===== config.mk =====
export PLATFORM = sky130hd
export DESIGN_NAME = plb_lookup_responder_flat
export DESIGN_NICKNAME = d
export VERILOG_FILES = /design/src/rtl/plb_lookup_responder_if.sv /design/src/rtl/plb_lookup_responder.sv /design/src/flat_wrapper.sv
export SDC_FILE = /design/constraint.sdc
export NUM_CORES = 2
export LEC_CHECK = 0
export CAP_MARGIN = 15
export CORE_ASPECT_RATIO = 0.8
export CORE_MARGIN = 5
export CORE_UTILIZATION = 36
export DETAILED_ROUTE_END_ITERATION = 10
export PLACE_DENSITY_LB_ADDON = 0.15
export SLEW_MARGIN = 20
export SYNTH_ARGS = -nofsm -noshare
export SYNTH_HDL_FRONTEND = slang
export SYNTH_SLANG_ARGS = --single-unit

===== constraint.sdc =====
create_clock -name clk_i -period 5.21 [get_ports clk_i]
set_input_delay 0.521 -clock clk_i [delete_from_list [all_inputs] [get_ports clk_i]]
set_output_delay 0.521 -clock clk_i [all_outputs]
set_load 0.05 [all_outputs]

===== src/rtl/plb_lookup_responder_if.sv =====
// PLB MEM/SRAM lookup bus between the MPT walker (master) and the PLB responder (slave).
// Request and fill fields flow master->slave. Grant, response valid, data and error flow slave->master.
interface plb_lookup_responder_if #(
    parameter int ADDR_WIDTH = 64,
    parameter int DATA_WIDTH = 64
);
    logic                      plb_slave_mem_req;
    logic                      plb_slave_mem_gnt;
    logic                      plb_slave_mem_valid;
    logic [ADDR_WIDTH-1:0]     plb_slave_mem_addr;
    logic [DATA_WIDTH-1:0]     plb_slave_mem_rdata;
    logic [DATA_WIDTH-1:0]     plb_slave_mem_wdata;
    logic                      plb_slave_mem_we;
    logic [DATA_WIDTH/8-1:0]   plb_slave_mem_be;
    logic                      plb_slave_mem_error;

    modport master (
        output plb_slave_mem_req,
        output plb_slave_mem_addr,
        output plb_slave_mem_wdata,
        output plb_slave_mem_we,
        output plb_slave_mem_be,
        input  plb_slave_mem_gnt,
        input  plb_slave_mem_valid,
        input  plb_slave_mem_rdata,
        input  plb_slave_mem_error
    );

    modport slave (
        input  plb_slave_mem_req,
        input  plb_slave_mem_addr,
        input  plb_slave_mem_wdata,
        input  plb_slave_mem_we,
        input  plb_slave_mem_be,
        output plb_slave_mem_gnt,
        output plb_slave_mem_valid,
        output plb_slave_mem_rdata,
        output plb_slave_mem_error
    );
endinterface


===== src/rtl/plb_lookup_responder.sv =====
// Fully-associative Protection Lookaside Buffer answering walker lookups and fills (PLB_FLUSH_EN adds flush_i).
// Latency: response valid exactly 1 cycle after each grant; one request per cycle, back-to-back supported.
// Backpressure: none, gnt follows req except during a flush cycle, when the request waits.
module plb_lookup_responder #(
    parameter int NUM_ENTRIES = 8,
    parameter int DATA_WIDTH  = 64,
    parameter int ADDR_WIDTH  = 64,
    parameter int TAG_LSB     = 12,
    parameter int CNT_WIDTH   = 32
) (
    input  logic                     clk_i,
    input  logic                     rst_ni,
`ifdef PLB_FLUSH_EN
    input  logic                     flush_i,
`endif
    plb_lookup_responder_if.slave    plb,
    output logic [CNT_WIDTH-1:0]     hit_count_o,
    output logic [CNT_WIDTH-1:0]     miss_count_o
);
    localparam int IDX_W = $clog2(NUM_ENTRIES);
    localparam int TAG_W = ADDR_WIDTH - TAG_LSB;

    logic                  r_vld  [NUM_ENTRIES];
    logic [TAG_W-1:0]      r_tag  [NUM_ENTRIES];
    logic [DATA_WIDTH-1:0] r_data [NUM_ENTRIES];
    logic [IDX_W-1:0]      r_ptr;

    logic                  r_rsp_vld;
    logic [DATA_WIDTH-1:0] r_rdata;
    logic                  r_error;
    logic [CNT_WIDTH-1:0]  r_hit_cnt;
    logic [CNT_WIDTH-1:0]  r_miss_cnt;

    logic                  w_flush;
    logic                  w_fire;
    logic                  w_lookup;
    logic                  w_fill;
    logic                  w_be_ok;
    logic [TAG_W-1:0]      w_tag;
    logic                  w_hit;
    logic [IDX_W-1:0]      w_hit_idx;
    logic [DATA_WIDTH-1:0] w_hit_data;
    logic                  w_free;
    logic [IDX_W-1:0]      w_free_idx;
    logic                  w_wr_en;
    logic                  w_inv_en;
    logic                  w_victim;
    logic [IDX_W-1:0]      w_wr_idx;

`ifdef PLB_FLUSH_EN
    assign w_flush = flush_i;
`else
    assign w_flush = 1'b0;
`endif

    assign plb.plb_slave_mem_gnt = plb.plb_slave_mem_req & ~w_flush;
    assign w_fire   = plb.plb_slave_mem_req & ~w_flush;
    assign w_lookup = w_fire & ~plb.plb_slave_mem_we;
    assign w_fill   = w_fire &  plb.plb_slave_mem_we;
    assign w_be_ok  = &plb.plb_slave_mem_be;

    // Access bits below TAG_LSB are shifted out and never take part in the match.
    assign w_tag = TAG_W'(plb.plb_slave_mem_addr >> TAG_LSB);

    // Descending scan so the lowest matching / lowest free index wins.
    always_comb begin
        w_hit      = 1'b0;
        w_hit_idx  = '0;
        w_hit_data = '0;
        w_free     = 1'b0;
        w_free_idx = '0;
        for (int i = NUM_ENTRIES - 1; i >= 0; i--) begin
            if (r_vld[i] && (r_tag[i] == w_tag)) begin
                w_hit      = 1'b1;
                w_hit_idx  = IDX_W'(i);
                w_hit_data = r_data[i];
            end
            if (!r_vld[i]) begin
                w_free     = 1'b1;
                w_free_idx = IDX_W'(i);
            end
        end
    end

    assign w_wr_en  = w_fill & w_be_ok & (plb.plb_slave_mem_wdata != '0);
    assign w_inv_en = w_fill & w_be_ok & (plb.plb_slave_mem_wdata == '0) & w_hit;
    assign w_victim = w_wr_en & ~w_hit & ~w_free;
    assign w_wr_idx = w_hit  ? w_hit_idx  :
                      w_free ? w_free_idx : r_ptr;

    always_ff @(posedge clk_i or negedge rst_ni) begin
        if (!rst_ni) begin
            for (int i = 0; i < NUM_ENTRIES; i++) begin
                r_vld[i]  <= 1'b0;
                r_tag[i]  <= '0;
                r_data[i] <= '0;
            end
            r_ptr <= '0;
        end else if (w_flush) begin
            for (int i = 0; i < NUM_ENTRIES; i++) begin
                r_vld[i] <= 1'b0;
            end
            r_ptr <= '0;
        end else begin
            if (w_wr_en) begin
                r_vld[w_wr_idx]  <= 1'b1;
                r_tag[w_wr_idx]  <= w_tag;
                r_data[w_wr_idx] <= plb.plb_slave_mem_wdata;
            end
            if (w_inv_en) begin
                r_vld[w_hit_idx] <= 1'b0;
            end
            if (w_victim) begin
                r_ptr <= r_ptr + IDX_W'(1);
            end
        end
    end

    // A flush leaves the in-flight response untouched; it only blocks the new grant.
    always_ff @(posedge clk_i or negedge rst_ni) begin
        if (!rst_ni) begin
            r_rsp_vld <= 1'b0;
            r_rdata   <= '0;
            r_error   <= 1'b0;
        end else begin
            r_rsp_vld <= w_fire;
            if (w_fire) begin
                r_rdata <= (w_lookup && w_hit) ? w_hit_data : '0;
                r_error <= w_fill & ~w_be_ok;
            end
        end
    end

    always_ff @(posedge clk_i or negedge rst_ni) begin
        if (!rst_ni) begin
            r_hit_cnt  <= '0;
            r_miss_cnt <= '0;
        end else if (w_lookup) begin
            if (w_hit) begin
                if (r_hit_cnt != '1) r_hit_cnt <= r_hit_cnt + CNT_WIDTH'(1);
            end else begin
                if (r_miss_cnt != '1) r_miss_cnt <= r_miss_cnt + CNT_WIDTH'(1);
            end
        end
    end

    assign plb.plb_slave_mem_valid = r_rsp_vld;
    assign plb.plb_slave_mem_rdata = r_rdata;
    assign plb.plb_slave_mem_error = r_error;
    assign hit_count_o             = r_hit_cnt;
    assign miss_count_o            = r_miss_cnt;

endmodule


===== src/flat_wrapper.sv =====
// flat-port wrapper written by rule: the top's interface ports become plain ports
module plb_lookup_responder_flat 
#(
    parameter int NUM_ENTRIES = 8,
    parameter int DATA_WIDTH  = 64,
    parameter int ADDR_WIDTH  = 64,
    parameter int TAG_LSB     = 12,
    parameter int CNT_WIDTH   = 32
)
  (clk_i, rst_ni, hit_count_o, miss_count_o, plb_plb_slave_mem_req, plb_plb_slave_mem_addr, plb_plb_slave_mem_wdata, plb_plb_slave_mem_we, plb_plb_slave_mem_be, plb_plb_slave_mem_gnt, plb_plb_slave_mem_valid, plb_plb_slave_mem_rdata, plb_plb_slave_mem_error);
  plb_lookup_responder_if #(.ADDR_WIDTH(ADDR_WIDTH), .DATA_WIDTH(DATA_WIDTH)) plb_i ();
  input  logic clk_i;
  input  logic rst_ni;
  output logic [CNT_WIDTH-1:0] hit_count_o;
  output logic [CNT_WIDTH-1:0] miss_count_o;
  input wire logic [$bits(plb_i.plb_slave_mem_req)-1:0] plb_plb_slave_mem_req;
  input wire logic [$bits(plb_i.plb_slave_mem_addr)-1:0] plb_plb_slave_mem_addr;
  input wire logic [$bits(plb_i.plb_slave_mem_wdata)-1:0] plb_plb_slave_mem_wdata;
  input wire logic [$bits(plb_i.plb_slave_mem_we)-1:0] plb_plb_slave_mem_we;
  input wire logic [$bits(plb_i.plb_slave_mem_be)-1:0] plb_plb_slave_mem_be;
  output wire logic [$bits(plb_i.plb_slave_mem_gnt)-1:0] plb_plb_slave_mem_gnt;
  output wire logic [$bits(plb_i.plb_slave_mem_valid)-1:0] plb_plb_slave_mem_valid;
  output wire logic [$bits(plb_i.plb_slave_mem_rdata)-1:0] plb_plb_slave_mem_rdata;
  output wire logic [$bits(plb_i.plb_slave_mem_error)-1:0] plb_plb_slave_mem_error;
  assign plb_i.plb_slave_mem_req = plb_plb_slave_mem_req;
  assign plb_i.plb_slave_mem_addr = plb_plb_slave_mem_addr;
  assign plb_i.plb_slave_mem_wdata = plb_plb_slave_mem_wdata;
  assign plb_i.plb_slave_mem_we = plb_plb_slave_mem_we;
  assign plb_i.plb_slave_mem_be = plb_plb_slave_mem_be;
  assign plb_plb_slave_mem_gnt = plb_i.plb_slave_mem_gnt;
  assign plb_plb_slave_mem_valid = plb_i.plb_slave_mem_valid;
  assign plb_plb_slave_mem_rdata = plb_i.plb_slave_mem_rdata;
  assign plb_plb_slave_mem_error = plb_i.plb_slave_mem_error;
  plb_lookup_responder #(.NUM_ENTRIES(NUM_ENTRIES), .DATA_WIDTH(DATA_WIDTH), .ADDR_WIDTH(ADDR_WIDTH), .TAG_LSB(TAG_LSB), .CNT_WIDTH(CNT_WIDTH)) u_core (.clk_i(clk_i), .rst_ni(rst_ni), .plb(plb_i), .hit_count_o(hit_count_o), .miss_count_o(miss_count_o));
endmodule

==> impl_metrics.toml <==
[yosys]
synth_nets = 4351
synth-edff-count = 0
synth.largest_area_cell = "dfrtp_1"
synthDistinctLibCells = 68
ys_seq_area_share_pct = 52.2
synth_top_cell_area_share_pct = 52.2
yosys_warnings = 0
ys.flop_type = "dfrtp_1"
async_flop_share_pct = 100
synth_area_leaders = "dfrtp_1, mux2_2, xnor2_1"
netlist_area_um2 = 51300
yosys_register_bits = 1069
avgSynthCellArea_um2 = 12.2
synth_cells = 4208

[place]
place_ws_ns = -0.300
dp_cells = 6412
io_buffers = 258
gp_congestion = 0.897
dpl.hpwl_um = 113000
place_area_um2 = 59000

[cts]
clk_pin_slew_ns = 0.06
cts_tree = "done"
htreeDepth = 3
postCtsSetupBuffers = 0
cts_inserted_buffers = 114
cts_resized = 0
clockBufferDepth = 3
hold_buffers = 1
cts_root_buf = "clkbuf_16"
clk_latency_ns = 0.75
clock_sinks = 1069

[run]
drv_cap = 0

[timing]
period_minus_slack_ns = 4.75
fin_crit_sh_pct = 91.2
fmax_ghz = 0.211
hold_violations = 0
slew_headroom_pct = 33.6
rsz0062_at_grt = "no"
hold_ws_ns = 0.369
maxSlewViolCount = 0
skew_ns = 0.0361
tightest_slew_ns = 0.997
finalSetupViolCount = 0
setup_slack_ns = 0.460
fin_setup_tns_ns = 0

[critical_path]
critPathRequiredTime_ns = 5.82
cp_cell_sequence = "clkdlybuf4s50_1 > buf_12 > xnor2_1 > o211ai_1 > or4_1 > or4_1 > o22ai_1 > nand4b_1 > o22ai_1 > or3_1 > buf_4 > nor3b_2 > buf_4 > mux2_2"
cpPeakStageDelay_ns = 0.55
slowest_stage = "or4_1"
critical_path_class = "primary input to flop"
start_kind = "primary input"
crit_fanout = 19
critical_path.top_delay_family = "simple AND/OR/NAND/NOR gates"
endpoint_kind = "flop"
critPathArrivalTime_ns = 5.37
cp_num_buf_inv = 4
r2r_setup_slack_ns = 0.50

[floorplan]
core-area_um2 = 141000
floorplan.io_pins = 271
die_width_um = 432
die_y_um = 348
die_area_um2 = 150000
initial_core_util_pct = 36.3
rows = 123

[power]
powerDensity_nw_per_um2 = 289
finalPower_mw = 18.2
seqPwrFrac_pct = 46.1
power.share.switching_pct = 24.4
pwr-share-comb_pct = 7.1
p_switching_mw = 4.44
p_leak_nw = 28.8
clock_power_share_pct = 46.8
vdd_ir_drop_max_mv = 0.231
p_int_mw = 13.8

[final_layout]
fin_area_um2 = 63000
final_cells = 6634
nNetsFinal = 4797
area_growth_pct = 22.8
fill_cells = 13129
drive_gt1_share_pct = 31.0
utilization_pct = 44.6

[grt]
grt_pass1_vias = 35873
track_usage_pct = 21.8
overflow = 0
antenna_found_initial = 13
grt_max_degree = 129
grt_pass1_wl_um = 246000

[drt]
post_drt_wl_per_cell_um = 25.0
drtIter0Drc = 2603
vias = 35540
met2_length_um = 70100
routed_wirelength_um = 166000
antenna_left = 0
via_per_inst = 5.36
drc_errors = 0
met1_length_um = 80400
routed-wl-met3_um = 11400
firstDrtPassIters = 5
top_layer = "met5"

[run_status]
outcome = "finished clean"

[worst_hold_path]
min_path_type = "primary input to async pin"
==> Yosys cell counts (5+ instances only) <==
master / n
mux2_4: 59
nor2b_1: 16
mux2_1: 55
mux2i_1: 70
or2_2: 5
and3_1: 13
o41ai_1: 63
mux2_2: 811
nor2_1: 69
nor4_1: 84
nand4b_1: 12
a211oi_1: 5
buf_4: 11
nand3_1: 59
nor4b_1: 7
a22oi_1: 5
xnor2_1: 255
dfrtp_1: 1069
a221oi_1: 64
and4_1: 15
nand2_1: 193
buf_1: 8
xor2_1: 170
nand2b_1: 106
clkbuf_1: 173
buf_6: 15
and4b_1: 5
or3_1: 5
inv_1: 96
or4_1: 15
nor4bb_1: 5
o21ai_0: 132
buf_2: 103
nor3_1: 164
o2111ai_1: 14
a21oi_1: 66
nand4_1: 136
==> cell usage in the layout (no fill, tap or decap), types with 63 or more instances in the layout <==
| cell | n |
|---|---|
| a21oi_1 | 66 |
| a221oi_1 | 64 |
| buf_12 | 101 |
| buf_4 | 280 |
| clkbuf_16 | 117 |
| clkdlybuf4s50_1 | 256 |
| dfrtp_1 | 1069 |
| inv_1 | 96 |
| mux2_2 | 811 |
| mux2i_1 | 70 |
| nand2_1 | 192 |
| nand2b_1 | 104 |
| nand4_1 | 136 |
| nor2_1 | 65 |
| nor3_1 | 164 |
| nor4_1 | 81 |
| o21ai_0 | 131 |
| o41ai_1 | 63 |
| xnor2_1 | 255 |
| xor2_1 | 170 |
==> routing by layer <==
| metal | track usage (%) | vias up |
|---|---|---|
| met5 | 0 | - |
| met4 | 5.33 | 4 |
| met3 | 5.11 | 198 |
| met2 | 31.8 | 944 |
| met1 | 32.7 | 18382 |
| li1 | - | 16012 |
==> sequential cells by signal (all words and copies together) (netlist names) <==
register	count
u_core.hit_count_o	32
u_core.plb.plb_slave_mem_valid	1
u_core.plb.plb_slave_mem_rdata	64
u_core.r_ptr	3
u_core.r_data	512
u_core.plb.plb_slave_mem_error	1
u_core.miss_count_o	32
u_core.r_tag	416
u_core.r_vld	8
==> worst paths after layout <==
check                                           startpoint                            endpoint  cells after the start
worst max-delay path            plb_plb_slave_mem_addr[54]                  u_core.r_data[277]                     14
worst min-delay path                                rst_ni                   u_core.r_tag[292]                      2
worst max register to register           u_core.r_tag[250]                  u_core.r_data[277]                     12
worst min register to register          u_core.r_data[406]  u_core.plb.plb_slave_mem_rdata[22]                      2
max in group asynchronous                           rst_ni               u_core.hit_count_o[8]                      3
min in group clk_i                    plb_plb_slave_mem_we      u_core.plb.plb_slave_mem_error                      3
==> cell type report <==
| class | instances | area (um^2) | area share, % |
|---|---|---|---|
| repair buffers | 640 | 6720 | 10.7 |
| inverters | 96 | 360 | 0.572 |
| diodes | 7 | 17.5 | 0.0278 |
| clock inverters | 45 | 499 | 0.793 |
| well taps | 1875 | 2350 | 3.73 |
| multi-input cells | 2733 | 22800 | 36.3 |
| flip-flops and latches | 1069 | 26800 | 42.5 |
| clock buffers | 169 | 3420 | 5.44 |
==> power groups by stage <==
stage / registers (mW) / clock network [mW] / logic, mW
floorplan: 8.61 / 0 / 0.387
global placement: 8.55 / 0 / 1.30
detailed placement: 8.55 / 0 / 1.30
CTS: 8.40 / 8.73 / 1.31
global route: 8.40 / 9.05 / 1.39
finish: 8.40 / 8.51 / 1.29
==> worst register-to-register path: stages (launching register included) <==
cell,delay [ns]
dfrtp_1,0.38
xnor2_1,0.38
o211ai_1,0.15
or4_1,0.48
or4_1,0.55
o22ai_1,0.28
nand4b_1,0.24
o22ai_1,0.11
or3_1,0.48
buf_4,0.20
nor3b_2,0.47
buf_4,0.45
mux2_2,0.42
==> kinds of logic after synthesis <==
| group | after synthesis | share of synthesized area (%) |
|---|---|---|
| flops | 1069 | 52.2 |
| buf+inv | 406 | 3.52 |
| simple gates | 930 | 9.90 |
| fa+ha+maj | 3 | 0.0732 |
| xor+xnor | 425 | 7.26 |
| compound gates | 380 | 4.98 |
| mux | 995 | 22.1 |
(Power assumes the default switching activity.)
